<file path="src/rtl/conv_result_framer.sv">
// Frames a signed conv result stream into a full raster of 24-bit pixels:
// interior pixels carry the saturated or truncated |result|, and the 1-pixel border is a constant.
module conv_result_framer #(
  parameter int          IM_WIDTH     = 224,
  parameter int          IM_HEIGHT    = 224,
  parameter int          RESULT_WIDTH = 32,
  parameter logic [23:0] BORDER_PIXEL = 24'hFF0000,
  parameter bit          SATURATE     = 1'b1
) (
  input  logic                           clock,
  input  logic                           reset,
  input  logic                           start,
  input  logic signed [RESULT_WIDTH-1:0] result,
  input  logic                           resultValid,
  output logic                           out_accepting_values,
  input  logic                           out_full,
  output logic                           out_wr_en,
  output logic [23:0]                    out_din,
  output logic                           busy,
  output logic                           frame_done,
  output logic                           drop_err
);

  localparam int CW = $clog2(IM_WIDTH);
  localparam int RW = $clog2(IM_HEIGHT);
  localparam logic [CW-1:0] COL_LAST = CW'(IM_WIDTH - 1);
  localparam logic [RW-1:0] ROW_LAST = RW'(IM_HEIGHT - 1);

  typedef enum logic [1:0] {IDLE, RUN, DONE} state_t;

  state_t        state_q;
  logic [CW-1:0] col_q;
  logic [RW-1:0] row_q;
  logic          drop_err_q;

  logic                    run;
  logic                    border;
  logic [RESULT_WIDTH-1:0] res_u;
  logic [RESULT_WIDTH-1:0] mag;
  logic                    hi_nz;
  logic [7:0]              pix8;
  logic                    drop_set;

  assign run    = (state_q == RUN);
  assign border = (row_q == '0) || (row_q == ROW_LAST) ||
                  (col_q == '0) || (col_q == COL_LAST);

  // Two's-complement magnitude read as unsigned, so the most negative input maps to 2^(W-1).
  assign res_u = result;
  assign mag   = res_u[RESULT_WIDTH-1] ? (~res_u + RESULT_WIDTH'(1)) : res_u;
  assign hi_nz = |mag[RESULT_WIDTH-1:8];
  assign pix8  = (SATURATE && hi_nz) ? 8'hFF : mag[7:0];

  assign out_accepting_values = run && !border && !out_full;
  assign out_wr_en            = run && !out_full && (border || resultValid);
  assign out_din              = run ? (border ? BORDER_PIXEL : {3{pix8}}) : 24'h0;

  assign busy       = (state_q != IDLE);
  assign frame_done = (state_q == DONE);
  assign drop_err   = drop_err_q;

  // Offering a result while the FIFO is full is a legitimate stall, so it is not treated as a drop.
  assign drop_set = resultValid && !out_full && !(run && !border);

  always_ff @(posedge clock or negedge reset) begin
    if (!reset) begin
      state_q    <= IDLE;
      col_q      <= '0;
      row_q      <= '0;
      drop_err_q <= 1'b0;
    end else begin
      case (state_q)
        IDLE: if (start) state_q <= RUN;
        RUN: begin
          if (out_wr_en) begin
            if (col_q == COL_LAST) begin
              col_q <= '0;
              if (row_q == ROW_LAST) begin
                row_q   <= '0;
                state_q <= DONE;
              end else begin
                row_q <= row_q + RW'(1);
              end
            end else begin
              col_q <= col_q + CW'(1);
            end
          end
        end
        DONE:    state_q <= IDLE;
        default: state_q <= IDLE;
      endcase

      if (start && state_q == IDLE) drop_err_q <= 1'b0;
      else if (drop_set)            drop_err_q <= 1'b1;
    end
  end

endmodule

</file>
<file path="config.mk">
export PLATFORM = sky130hd
export DESIGN_NAME = conv_result_framer
export DESIGN_NICKNAME = d
export VERILOG_FILES = /design/src/rtl/conv_result_framer.sv
export SDC_FILE = /design/constraint.sdc
export NUM_CORES = 1
export LEC_CHECK = 0
export CAP_MARGIN = 10
export CORE_MARGIN = 2
export CORE_UTILIZATION = 45
export DETAILED_ROUTE_END_ITERATION = 8
export GPL_TIMING_DRIVEN = 0
export PLACE_DENSITY = 0.79
export SLEW_MARGIN = 20
export SYNTH_ARGS = -nofsm -noshare
export SYNTH_HDL_FRONTEND = slang
export SYNTH_SLANG_ARGS = --single-unit
</file>
<file path="constraint.sdc">
create_clock -name clock -period 6.05 [get_ports clock]
set_clock_uncertainty 0.2 [all_clocks]
set_input_delay 1.21 -clock clock [delete_from_list [all_inputs] [get_ports clock]]
set_output_delay 1.21 -clock clock [all_outputs]
set_load 0.05 [all_outputs]
</file>
==> reports/summary.json, run 1 <==
{
  "pwr": {
    "leakage_nw": 1.08,
    "irDropWorstVdd_v": 0.0000874,
    "power_density_mw_per_mm2": 168,
    "p_total_uw": 494
  },
  "worst_setup_path": {
    "critical_path.startpoint": "result[1]",
    "slowest_stage": "sky130_fd_sc_hd__or4_4",
    "worst_ep_required_time_ns": 4.64,
    "critical_path_class": "in -> out",
    "worst-endpoint-arrival_ns": 4.50,
    "critical_path_cell_by_cell": "clkdlybuf4s50_1, inv_2, ha_4, or4b_4, or4_4, a2111oi_4, o32ai_2, nor4_2, and4_1, buf_6, a41oi_1, dlygate4sd2_1",
    "critical_path.endpoint_type": "output port",
    "cp_slowest_stage_delay_ns": 0.51,
    "rr_endpoint": "col_q[6]",
    "reg2reg_depth": 10,
    "worstSetupStartpointType": "input pin",
    "worstReg2RegStart": "col_q[0]",
    "register_to_register_setup_slack_ns": 3.08,
    "critPathMaxFanout": 7,
    "cp-endpoint": "out_din[23]"
  },
  "cells_and_area": {
    "ff_latch_area_um2": 475,
    "final_area_mm2": 0.00294,
    "layout_cell_share_with_drive_strength_beyond_1_pct": 16.3,
    "postLayoutCoreUtil_pct": 63.5,
    "finish.net_count": 387,
    "nFillCells": 429,
    "area_growth_pct": 37.9,
    "multiInputGateArea_mm2": 0.00154,
    "antenna_cells": 0
  },
  "place": {
    "placed_area_mm2": 0.00285,
    "dpl_worst_slack_ns": -0.742,
    "dp_hpwl_um": 4730,
    "port_buffers": 65,
    "place_congestion": 0.939
  },
  "yosys": {
    "synth.top_cells.by_area": "sky130_fd_sc_hd__dfrtp_1 22%, sky130_fd_sc_hd__nor2_1 4.2%, sky130_fd_sc_hd__a31oi_1 4.1%",
    "synth_top_cells_by_count": "24 x sky130_fd_sc_hd__nor2_1, 21 x sky130_fd_sc_hd__nand2_1, 19 x sky130_fd_sc_hd__dfrtp_1",
    "postSynthCellCount": 272,
    "yosysSeqAreaShare_pct": 22.3,
    "synthDominantAreaCellType": "sky130_fd_sc_hd__dfrtp_1",
    "syn_avg_cell_area_um2": 7.84,
    "synth_nets": 314,
    "synth_enable_flop_cells": 0,
    "synth_cell_types": 52,
    "synth-warning-count": 0,
    "synth_most_common_cell": "sky130_fd_sc_hd__nor2_1",
    "synth.ff_latch_count": 19,
    "ys.flop_type": "sky130_fd_sc_hd__dfrtp_1",
    "synth_top_area_share_pct": 22.3,
    "post_synth_design_cell_area_mm2": 0.00213,
    "async_reset_ff_share_pct": 100
  },
  "global_route": {
    "gr-usage-met1_pct": 32.8,
    "grt_max_degree": 20,
    "grt.met3_usage_pct": 3.04,
    "antenna_violations_before_repair": 0,
    "global_route_wire_length_before_repair_um": 9920,
    "grt-ovfl-total": 0,
    "grtUsageMet2_pct": 36.4,
    "routing_layer_with_the_top_usage_in_global_route": "met2",
    "grt_util_all_layers_pct": 22.8,
    "first_global_vias": 2210
  },
  "sta": {
    "clock.fmax_ghz": 0.169,
    "final_hold_viol_count": 0,
    "grt_setup_unrepaired": "false",
    "worst-slew-pin-transition_ns": 0.858,
    "setup-tns-final_ns": 0,
    "slew-limit-headroom_pct": 42.6,
    "finalMaxSlewViolations": 0,
    "final.period_utilization_pct": 97.7,
    "report.final.setup_viol": 0,
    "period_needed_ns": 5.91,
    "final_critical_path_setup_slack_ns": 0.139
  },
  "clocking": {
    "postCtsHoldBufs": 0,
    "path_clk_slew_ns": 0.07,
    "cts_made_buffers": 3,
    "clock_tree.htree_level_count": 1,
    "cts_buffer_depth": 2,
    "cts_tree": "built",
    "clk-insertion-delay-late_ns": 0.26,
    "cts_sinks": 19,
    "cts_root_buf": "sky130_fd_sc_hd__clkbuf_8"
  },
  "die": {
    "io_pins": 66,
    "chipWidth_um": 72.8,
    "die_h_um": 72.8,
    "fp-row-count": 25,
    "initial_cell_density_of_the_core_pct": 46.1,
    "die_ar_mm2": 0.00530,
    "design.core.area_mm2": 0.00463
  },
  "run": {
    "max_cap_violations": 0
  },
  "drt": {
    "route.detailed.wl_per_inst_um": 15.0,
    "via_count": 2430,
    "drcViolationCount": 0,
    "drt_iter0_drc": 138,
    "routed_wirelength_um": 5980,
    "detailedRoute.firstPassIterationCount": 4,
    "route.detailed.vias_per_inst": 6.11,
    "postRouteAntennaNets": 0
  },
  "run_status": {
    "status": "complete, no violations"
  },
  "worst_hold_path": {
    "hold_class": "reg -> reg"
  }
}
layer usage:
layer | share of wire (%) | wire [um] | vias up
met4 | 1.7 | 100 | 0
met3 | 6.3 | 379 | 14
met2 | 46 | 2740 | 106
met1 | 46 | 2750 | 1110
met5 | 0 | 0 | -
li1 | - | - | 1200
sequential cells by signal, indices dropped and copies added (netlist names):
signal,count
col_q,8
drop_err,1
row_q,8
state_q,2
cell usage in the layout, fill, tap and decap left out, types with 7 or more instances in the layout:
cell type	synthesis	routed
sky130_fd_sc_hd__buf_4	8	12
sky130_fd_sc_hd__inv_1	15	13
sky130_fd_sc_hd__a41oi_1	10	10
sky130_fd_sc_hd__nor4_1	8	7
sky130_fd_sc_hd__or3_1	7	7
sky130_fd_sc_hd__nand3_1	11	11
sky130_fd_sc_hd__nand2_1	21	21
sky130_fd_sc_hd__a31oi_1	14	14
sky130_fd_sc_hd__nand4_1	10	10
sky130_fd_sc_hd__clkdlybuf4s15_2	0	7
sky130_fd_sc_hd__nor2_1	24	24
sky130_fd_sc_hd__clkdlybuf4s50_1	0	39
sky130_fd_sc_hd__nand2b_1	7	7
sky130_fd_sc_hd__nor3_1	16	14
sky130_fd_sc_hd__buf_2	2	11
sky130_fd_sc_hd__clkbuf_1	7	8
sky130_fd_sc_hd__dfrtp_1	19	19
sky130_fd_sc_hd__o21ai_0	8	8
sky130_fd_sc_hd__xnor2_1	10	10
sky130_fd_sc_hd__a21oi_1	8	8
timing repair:
| action | in CTS | in global routing |
|---|---|---|
| setup buffers | 0 | 3 |
| endpoints found under the hold margin | 0 | 0 |
| pin swaps | 0 | 4 |
| endpoints found under the setup margin | 24 | 24 |
| resized for setup | 83 | 21 |
worst max-delay path, delay by kind of cell:
| kind | cells | cell delay (ns) |
|---|---|---|
| AND/OR/NAND/NOR | 4 | 1.39 |
| buffers and inverters | 4 | 1.16 |
| AO/OA/AOI/OAI | 3 | 0.58 |
| adder cells (fa/ha/maj) | 1 | 0.16 |
per-stage QoR:
step	cells	hold WS, ns
final	398	0.281
after global routing	398	0.316
after CTS	395	0.277
after detailed placement	391	0.271
after global placement	391	0.252
after floorplan	272	0.239
cell families after synthesis:
| group | share of synthesized area (%) |
|---|---|
| AND/OR/NAND/NOR | 34.0 |
| XOR/XNOR | 6.57 |
| flip-flops | 22.3 |
| adder cells (fa/ha/maj) | 2.93 |
| buffers and inverters | 8.63 |
| AO/OA/AOI/OAI | 24.1 |
| multiplexers | 1.47 |
worst min path at each step:
| stage | startpoint | to | slack [ns] | cells after the start |
|---|---|---|---|---|
| after floorplan | state_q[1] | state_q[0] | 0.24 | 1 |
| after global placement | state_q[1] | state_q[0] | 0.25 | 1 |
| after detailed placement | state_q[1] | state_q[0] | 0.27 | 1 |
| after CTS | state_q[1] | state_q[0] | 0.28 | 1 |
| after global routing | state_q[1] | state_q[0] | 0.32 | 1 |
| final | state_q[1] | state_q[0] | 0.28 | 1 |
power by group:
group | internal [mW] | switching [mW]
clock | 0.0470 | 0.0450
combinational | 0.0898 | 0.143
sequential | 0.146 | 0.0233
total | 0.283 | 0.211
cell type report:
| type | instances | share of cell area (%) |
|---|---|---|
| Buffer | 19 | 4.34 |
| Inverter | 15 | 1.92 |
| Tap cell | 54 | 2.30 |
| Clock buffer | 4 | 1.53 |
| Multi-Input combinational cell | 219 | 52.3 |
| Sequential cell | 19 | 16.2 |
| Timing Repair Buffer | 68 | 21.4 |
Power figures use the tool's default switching activity.
==> inputs of run 2 (changes only) <==
--- a/config.mk
+++ b/config.mk
@@ -6,11 +6,13 @@
 export NUM_CORES = 1
 export LEC_CHECK = 0
 export CAP_MARGIN = 10
+export CELL_PAD_IN_SITES_DETAIL_PLACEMENT = 0
+export CELL_PAD_IN_SITES_GLOBAL_PLACEMENT = 1
 export CORE_MARGIN = 2
-export CORE_UTILIZATION = 45
+export CORE_UTILIZATION = 34
 export DETAILED_ROUTE_END_ITERATION = 8
 export GPL_TIMING_DRIVEN = 0
-export PLACE_DENSITY = 0.79
+export PLACE_DENSITY = 0.82
 export SLEW_MARGIN = 20
 export SYNTH_ARGS = -nofsm -noshare
 export SYNTH_HDL_FRONTEND = slang
==> run 2 against run 1 <==
- hold slack worse by 0.0042 ns
- worst setup slack worse by 0.0050 ns
- critical path depth down 1
- utilization down 14 points
- combinational power about the same
- non-clock buffer count up 1
- largest cell class unchanged
- largest power group unchanged
- highest routed layer unchanged
==> reports/summary.json, run 2 (synthesis gave the netlist of run 1 again) <==
{
  "run_status": {
    "status": "complete, no violations"
  },
  "sta": {
    "report.final.setup_viol": {"value": 0, "change": "unchanged"},
    "final.period_utilization": {"value": 97.8, "unit": "%", "change": "about the same"},
    "final_hold_viol_count": {"value": 0, "change": "unchanged"},
    "slew-limit-headroom": {"value": 41.7, "unit": "%", "change": "-0.90 points"},
    "worst-slew-pin-transition": {"value": 0.872, "unit": "ns", "change": "+0.0134 ns"},
    "period_needed": {"value": 5.92, "unit": "ns", "change": "+0.00503 ns"},
    "finalHoldWorstSlack": {"value": 0.276, "unit": "ns", "change": "-0.00420 ns"},
    "finalMaxSlewViolations": {"value": 0, "change": "unchanged"},
    "grt_setup_unrepaired": "false",
    "clock.fmax": {"value": 0.169, "unit": "GHz", "change": "about the same"}
  },
  "die": {
    "design.core.area": {"value": 0.00599, "unit": "mm2", "change": "+29%"},
    "fp-row-count": {"value": 28, "change": "+12%"},
    "io_pins": {"value": 66, "change": "unchanged"},
    "chipWidth": {"value": 83.2, "unit": "um", "change": "+14%"},
    "initial_cell_density_of_the_core": {"value": 35.6, "unit": "%", "change": "-10 points"},
    "die_ar": {"value": 0.00692, "unit": "mm2", "change": "+30%"},
    "die_h": {"value": 83.2, "unit": "um", "change": "+14%"}
  },
  "pwr": {
    "leakage": {"value": 1.12, "unit": "nW", "change": "+3.8%"},
    "irDropWorstVdd": {"value": 0.000171, "unit": "V", "change": "+96%"},
    "power_density": {"value": 167, "unit": "mW/mm2", "change": "-0.73%"}
  },
  "worst_setup_path": {
    "critPathMaxFanout": {"value": 10, "change": "+3"},
    "worstSetupStartpointType": "input pin",
    "worst-endpoint-arrival": {"value": 4.51, "unit": "ns", "change": "about the same"},
    "critical_path_class": "in -> out",
    "worst_ep_required_time": {"value": 4.64, "unit": "ns", "change": "about the same"},
    "critical_path.endpoint_type": "output port"
  },
  "run": {
    "max_cap_violations": {"value": 0, "change": "unchanged"}
  },
  "cells_and_area": {
    "reg_top3": "col_q (8), row_q (8), state_q (2)",
    "finish.net_count": {"value": 388, "change": "+0.26%"},
    "layout.cells.most_common": "sky130_fd_sc_hd__clkdlybuf4s50_1",
    "layout_cell_share_with_drive_strength_beyond_1": {"value": 17.4, "unit": "%", "change": "+1.1 points"},
    "nFillCells": {"value": 615, "change": "+43%"},
    "ff_latch_area": {"value": 475, "unit": "um2", "change": "unchanged"},
    "most_used_cells_in_the_layout_excluding_fill_and_tap_cells": "35 x sky130_fd_sc_hd__clkdlybuf4s50_1, 24 x sky130_fd_sc_hd__nor2_1, 21 x sky130_fd_sc_hd__nand2_1",
    "postLayoutCoreUtil": {"value": 49.7, "unit": "%", "change": "-14 points"},
    "area_growth_pct": 39.6,
    "antenna_cells": {"value": 0, "change": "unchanged"},
    "multiInputGateArea": {"value": 0.00155, "unit": "mm2", "change": "+0.49%"},
    "final_area": {"value": 0.00298, "unit": "mm2", "change": "+1.2%"}
  },
  "global_route": {
    "grt_util_all_layers": {"value": 17.3, "unit": "%", "change": "-5.5 points"},
    "global_route_wire_length_before_repair": {"value": 10300, "unit": "um", "change": "+3.7%"},
    "antenna_violations_before_repair": {"value": 0, "change": "unchanged"},
    "grt-ovfl-total": {"value": 0, "change": "unchanged"},
    "first_global_vias": {"value": 2088, "change": "-5.5%"},
    "grt_max_degree": {"value": 20, "change": "unchanged"}
  },
  "place": {
    "place_congestion": {"value": 0.918, "change": "-2.2%"},
    "placed_area": {"value": 0.00288, "unit": "mm2", "change": "+0.92%"},
    "port_buffers": {"value": 65, "change": "unchanged"},
    "dp_hpwl": {"value": 4960, "unit": "um", "change": "+4.9%"}
  },
  "clocking": {
    "postCtsHoldBufs": {"value": 0, "change": "unchanged"},
    "cts_tree": "built",
    "cts_sinks": {"value": 19, "change": "unchanged"},
    "clk-insertion-delay-late": {"value": 0.26, "unit": "ns", "change": "about the same"},
    "cts_made_buffers": {"value": 3, "change": "unchanged"},
    "cts_root_buf": "sky130_fd_sc_hd__clkbuf_8",
    "clock_tree.htree_level_count": {"value": 1, "change": "unchanged"},
    "cts_buffer_depth": {"value": 2, "change": "unchanged"},
    "path_clk_slew": {"value": 0.07, "unit": "ns", "change": "about the same"}
  },
  "drt": {
    "drt_iter0_drc": {"value": 149, "change": "+8.0%"},
    "routed_wirelength": {"value": 6320, "unit": "um", "change": "+5.7%"},
    "postRouteAntennaNets": {"value": 0, "change": "unchanged"},
    "route.detailed.vias_per_inst": {"value": 5.72, "change": "-6.3%"},
    "route.detailed.wl_per_inst": {"value": 15.0, "unit": "um", "change": "+0.17%"},
    "detailedRoute.firstPassIterationCount": {"value": 4, "change": "unchanged"},
    "drcViolationCount": {"value": 0, "change": "unchanged"},
    "via_count": {"value": 2403, "change": "-1.1%"}
  },
  "worst_hold_path": {
    "hold_class": "reg -> reg"
  }
}
==> run 2: cell types whose count changed in the layout (fill, tap and decap cells not counted), moves of 2 or more <==
cell	previous run	this run
sky130_fd_sc_hd__clkdlybuf4s15_2	7	4
sky130_fd_sc_hd__buf_4	12	14
sky130_fd_sc_hd__dlygate4sd2_1	5	3
sky130_fd_sc_hd__buf_2	11	13
sky130_fd_sc_hd__dlymetal6s2s_1	2	6
sky130_fd_sc_hd__clkdlybuf4s50_1	39	35
==> run 2: power by group <==
part           internal (mW)  total (mW)  switching, mW
logic                 0.0898       0.235          0.146
clock network         0.0459      0.0900         0.0441
registers              0.146       0.171         0.0250
==> run 2: final cells by class <==
cell class | count | share of cell area, %
Sequential cell | 19 | 16.0
Clock inverter | 1 | 0.168
Timing Repair Buffer | 69 | 21.2
Inverter | 15 | 1.89
Tap cell | 75 | 3.15
Buffer | 19 | 4.29
Multi-Input combinational cell | 219 | 51.9
Clock buffer | 3 | 1.39
==> run 2: worst paths after layout <==
check                           startpoint         end  slack [ns]  depth (start not counted)
worst max-delay path            result[10]  out_din[4]        0.13                         11
worst min-delay path            state_q[1]  state_q[0]        0.28                          1
worst max register to register    col_q[1]    col_q[6]        3.02                         10
worst min register to register  state_q[1]  state_q[0]        0.28                          1
max in group asynchronous            reset    row_q[3]        3.87                          1
min in group asynchronous            reset  state_q[0]        1.24                          1
==> run 2: stage by stage <==
stage / worst slack, ns / instances / power [mW] / TNS (ns)
after global routing: 0.0230 / 420 / 0.527 / 0
after detailed placement: -0.800 / 412 / 0.413 / -16.45
after global placement: -0.802 / 412 / 0.410 / -16.82
final: 0.134 / 420 / 0.497 / 0
after floorplan: 0.250 / 272 / 0.320 / 0
after CTS: 0.00912 / 416 / 0.495 / 0
==> run 2: timing repair <==
item	4_1_cts	5_1_grt
setup endpoints to repair	24	24
buffers inserted	0	4
resized for setup	94	34
pin swaps	1	6
endpoints found under the hold margin	0	0
==> run 2: layer usage <==
| layer | part of all wire, % | track usage, % | up-vias | wire length [um] |
|---|---|---|---|---|
| met5 | 0 | 0 | - | 0 |
| met4 | 0.66 | 2.83 | 0 | 42 |
| met3 | 6.9 | 3.38 | 7 | 434 |
| met2 | 44 | 26.0 | 96 | 2760 |
| met1 | 49 | 25.9 | 1100 | 3090 |
| li1 | - | - | 1200 | - |
==> run 2: critical path: stages <==
cell,delay (ns)
sky130_fd_sc_hd__clkdlybuf4s50_1,0.57
sky130_fd_sc_hd__or4_1,0.60
sky130_fd_sc_hd__or4_4,0.45
sky130_fd_sc_hd__a2111oi_4,0.32
sky130_fd_sc_hd__o32ai_2,0.13
sky130_fd_sc_hd__nor4_2,0.24
sky130_fd_sc_hd__and4_1,0.25
sky130_fd_sc_hd__buf_6,0.14
sky130_fd_sc_hd__buf_12,0.12
sky130_fd_sc_hd__a31oi_1,0.09
sky130_fd_sc_hd__clkdlybuf4s15_2,0.36
==> inputs of run 3 (changes only) <==
--- a/config.mk
+++ b/config.mk
@@ -9,10 +9,10 @@
 export CELL_PAD_IN_SITES_DETAIL_PLACEMENT = 0
 export CELL_PAD_IN_SITES_GLOBAL_PLACEMENT = 1
 export CORE_MARGIN = 2
-export CORE_UTILIZATION = 34
+export CORE_UTILIZATION = 37
 export DETAILED_ROUTE_END_ITERATION = 8
 export GPL_TIMING_DRIVEN = 0
-export PLACE_DENSITY = 0.82
+export PLACE_DENSITY = 0.88
 export SLEW_MARGIN = 20
 export SYNTH_ARGS = -nofsm -noshare
 export SYNTH_HDL_FRONTEND = slang
==> constraint.sdc (replaced) <==
create_clock -name clock -period 6.99 [get_ports clock]
set_clock_uncertainty 0.2 [all_clocks]
set_input_delay 1.398 -clock clock [delete_from_list [all_inputs] [get_ports clock]]
set_output_delay 1.398 -clock clock [all_outputs]
set_load 0.05 [all_outputs]
==> run 3 against run 2 <==
- global-route usage increased by 2.3 points
- worst setup slack improved by 0.014 ns
- count of clock-buffer cells in the layout increased by 1
- non-clock buffer count decreased by 4
- hold slack got worse by 0.0030 ns
- utilization increased by 4.2 points
- first-iteration DRC count unchanged
- combinational power decreased by 12%
- die area decreased by 7.7%
- clock power decreased by 15%
==> reports/summary.json, run 3 (synthesis gave the netlist of run 1 again) <==
{
  "run_status": {
    "status": "complete, no violations"
  },
  "place": {
    "post-place-cells": {"value": 409, "change": "-0.73%"},
    "placed_area": {"value": 0.00287, "unit": "mm2", "change": "-0.13%"},
    "dp_hpwl": {"value": 4880, "unit": "um", "change": "-1.7%"},
    "port_buffers": {"value": 65, "change": "unchanged"},
    "place_congestion": {"value": 0.909, "change": "-0.97%"}
  },
  "die": {
    "design.core.area": {"value": 0.00554, "unit": "mm2", "change": "-7.5%"},
    "die_h": {"value": 79.9, "unit": "um", "change": "-3.9%"},
    "chipWidth": {"value": 79.9, "unit": "um", "change": "-3.9%"},
    "io_pins": {"value": 66, "change": "unchanged"},
    "initial_cell_density_of_the_core": {"value": 38.5, "unit": "%", "change": "+2.9 points"},
    "die_ar": {"value": 0.00639, "unit": "mm2", "change": "-7.7%"},
    "fp-row-count": {"value": 27, "change": "-3.6%"}
  },
  "worst_setup_path": {
    "critPathMaxFanout": {"value": 10, "change": "unchanged"},
    "worst_ep_required_time": {"value": 5.39, "unit": "ns", "change": "+0.75 ns"},
    "worst-endpoint-arrival": {"value": 5.24, "unit": "ns", "change": "+0.73 ns"},
    "critical_path.endpoint_type": "output port",
    "critical_path_cell_by_cell": "clkdlybuf4s50_1, inv_1, ha_1, or4b_4, or4_4, a2111oi_4, o32ai_1, nor4_2, and4_1, buf_6, buf_12, a41oi_2, clkdlybuf4s50_1",
    "worstSetupStartpointType": "input pin",
    "worst-path-buf-inv": {"value": 5, "change": "+1"},
    "path_common_cell": "sky130_fd_sc_hd__clkdlybuf4s50_1",
    "slowest_stage": "sky130_fd_sc_hd__clkdlybuf4s50_1",
    "cp_slowest_stage_delay": {"value": 0.73, "unit": "ns", "change": "+0.13 ns"},
    "critical_path_class": "in -> out",
    "worst_path_dominant_cell_family": "buffers and inverters"
  },
  "clocking": {
    "cts_root_buf": "sky130_fd_sc_hd__clkbuf_8",
    "path_clk_slew": {"value": 0.07, "unit": "ns", "change": "about the same"},
    "post_cts.repair.setup_buffers": {"value": 0, "change": "unchanged"},
    "clock_tree.htree_level_count": {"value": 1, "change": "unchanged"},
    "cts_buffer_depth": {"value": 2, "change": "unchanged"},
    "clk-insertion-delay-late": {"value": 0.26, "unit": "ns", "change": "about the same"},
    "cts_made_buffers": {"value": 3, "change": "unchanged"},
    "postCtsHoldBufs": {"value": 0, "change": "unchanged"},
    "cts_sinks": {"value": 19, "change": "unchanged"},
    "cts_tree": "built"
  },
  "sta": {
    "setup-tns-final": {"value": 0, "unit": "ns", "change": "unchanged"},
    "grt_setup_unrepaired": "false",
    "final.period_utilization_pct": 97.9,
    "clock.fmax_ghz": 0.146,
    "worst-slew-pin-transition": {"value": 0.835, "unit": "ns", "change": "-0.0368 ns"},
    "period_needed_ns": 6.84,
    "slew-limit-headroom": {"value": 44.2, "unit": "%", "change": "+2.5 points"},
    "final_hold_viol_count": {"value": 0, "change": "unchanged"},
    "report.final.setup_viol": {"value": 0, "change": "unchanged"},
    "finalMaxSlewViolations": {"value": 0, "change": "unchanged"}
  },
  "cells_and_area": {
    "antenna_cells": {"value": 0, "change": "unchanged"},
    "reg_top3": "col_q (8), row_q (8), state_q (2)",
    "nFillCells": {"value": 523, "change": "-15%"},
    "layout.cells.most_common": "sky130_fd_sc_hd__clkdlybuf4s50_1",
    "most_used_cells_in_the_layout_excluding_fill_and_tap_cells": "48 x sky130_fd_sc_hd__clkdlybuf4s50_1, 24 x sky130_fd_sc_hd__nor2_1, 21 x sky130_fd_sc_hd__nand2_1",
    "postLayoutCoreUtil": {"value": 53.9, "unit": "%", "change": "+4.2 points"},
    "area_growth_pct": 40.0,
    "finalNonFillerCells": {"value": 413, "change": "-1.7%"},
    "finish.net_count": {"value": 384, "change": "-1.0%"},
    "final_area": {"value": 0.00298, "unit": "mm2", "change": "+0.29%"},
    "layout_cell_share_with_drive_strength_beyond_1": {"value": 7.92, "unit": "%", "change": "-9.5 points"}
  },
  "pwr": {
    "power_density": {"value": 145, "unit": "mW/mm2", "change": "-13%"},
    "irDropWorstVdd": {"value": 0.0000780, "unit": "V", "change": "-54%"},
    "leakage": {"value": 1.14, "unit": "nW", "change": "+1.1%"}
  },
  "run": {
    "max_cap_violations": {"value": 0, "change": "unchanged"}
  },
  "drt": {
    "route.detailed.vias_per_inst": {"value": 5.83, "change": "+1.9%"},
    "route.detailed.wl_per_inst": {"value": 14.9, "unit": "um", "change": "-1.2%"},
    "routed_wirelength": {"value": 6140, "unit": "um", "change": "-2.8%"},
    "drt_iter0_drc": {"value": 149, "change": "unchanged"},
    "detailedRoute.firstPassIterationCount": {"value": 5, "change": "+1"},
    "via_count": {"value": 2408, "change": "+0.21%"},
    "drcViolationCount": {"value": 0, "change": "unchanged"},
    "postRouteAntennaNets": {"value": 0, "change": "unchanged"}
  },
  "worst_hold_path": {
    "hold_class": "reg -> reg"
  },
  "global_route": {
    "global_route_wire_length_before_repair": {"value": 10300, "unit": "um", "change": "-0.33%"},
    "grt_util_all_layers": {"value": 19.6, "unit": "%", "change": "+2.3 points"},
    "grt_max_degree": {"value": 20, "change": "unchanged"},
    "grt-ovfl-total": {"value": 0, "change": "unchanged"},
    "first_global_vias": {"value": 2146, "change": "+2.8%"},
    "antenna_violations_before_repair": {"value": 0, "change": "unchanged"}
  }
}
[run 3: changes by cell type in the layout (fill, tap and decap cells not counted), moves of 3 or more]
| cell | before | now |
|---|---|---|
| sky130_fd_sc_hd__clkdlybuf4s50_1 | 35 | 48 |
| sky130_fd_sc_hd__buf_2 | 13 | 2 |
| sky130_fd_sc_hd__dlymetal6s2s_1 | 6 | 17 |
| sky130_fd_sc_hd__buf_4 | 14 | 8 |
| sky130_fd_sc_hd__clkdlybuf4s15_2 | 4 | 0 |
| sky130_fd_sc_hd__dlygate4sd2_1 | 3 | 0 |
[run 3: stage by stage]
step                      hold slack [ns]  total power, mW  worst slack, ns
final                               0.273            0.431            0.148
after global routing                0.300            0.459          0.00564
after CTS                           0.278            0.435          0.00246
after detailed placement            0.269            0.357           -0.241
after global placement              0.262            0.355           -0.239
after floorplan                     0.239            0.277            0.814
[run 3: routing by layer]
layer | global-route usage [%] | vias to the layer above | part of all wire (%)
met5 | 0 | - | 0
li1 | - | 1194 | -
met4 | 5.93 | 0 | 1.3
met2 | 29.3 | 106 | 45
met1 | 29.2 | 1100 | 46
met3 | 2.26 | 8 | 7.9
[run 3: worst paths after layout]
path	from	end	slack (ns)	cells past startpoint
setup / recovery	result[0]	out_din[22]	0.15	13
min in group asynchronous	reset	drop_err	1.42	1
hold / removal	state_q[1]	state_q[0]	0.27	1
setup reg to reg	col_q[1]	col_q[6]	4.00	10
max in group asynchronous	reset	row_q[1]	4.65	1
hold reg to reg	state_q[1]	state_q[0]	0.27	1
[run 3: layout make-up]
class                      count  area [um2]  area share [%]
buffer                        19         128            4.28
clock buffer                   4        45.0            1.51
inverter                      15        56.3            1.89
multi-input combinational    219        1500            50.1
sequential                    19         475            15.9
tap                           72        90.1            3.02
timing repair buffer          65         693            23.2
[run 3: power by group]
part,leakage [nW],internal (mW),switching (mW)
clock network,0.0228,0.0405,0.0356
registers,0.238,0.127,0.0215
logic,0.874,0.0837,0.124
[run 3: what timing repair did]
item | 4_1_cts | 5_1_grt
hold endpoints to repair | 0 | 0
endpoints found under the setup margin | 24 | 24
resized for setup | 1 | 19
[run 3: worst reg2reg max path, cell delays in order, from the launching register on]
cell and delay (ns):
sky130_fd_sc_hd__dfrtp_1 0.39, sky130_fd_sc_hd__ha_1 0.21, sky130_fd_sc_hd__nand4_1 0.12, sky130_fd_sc_hd__or3_1 0.44, sky130_fd_sc_hd__and4_1 0.22, sky130_fd_sc_hd__clkbuf_1 0.23, sky130_fd_sc_hd__a211oi_1 0.34, sky130_fd_sc_hd__clkbuf_1 0.37
sky130_fd_sc_hd__nand2b_1 0.11, sky130_fd_sc_hd__o21ai_0 0.14, sky130_fd_sc_hd__o21ai_0 0.09
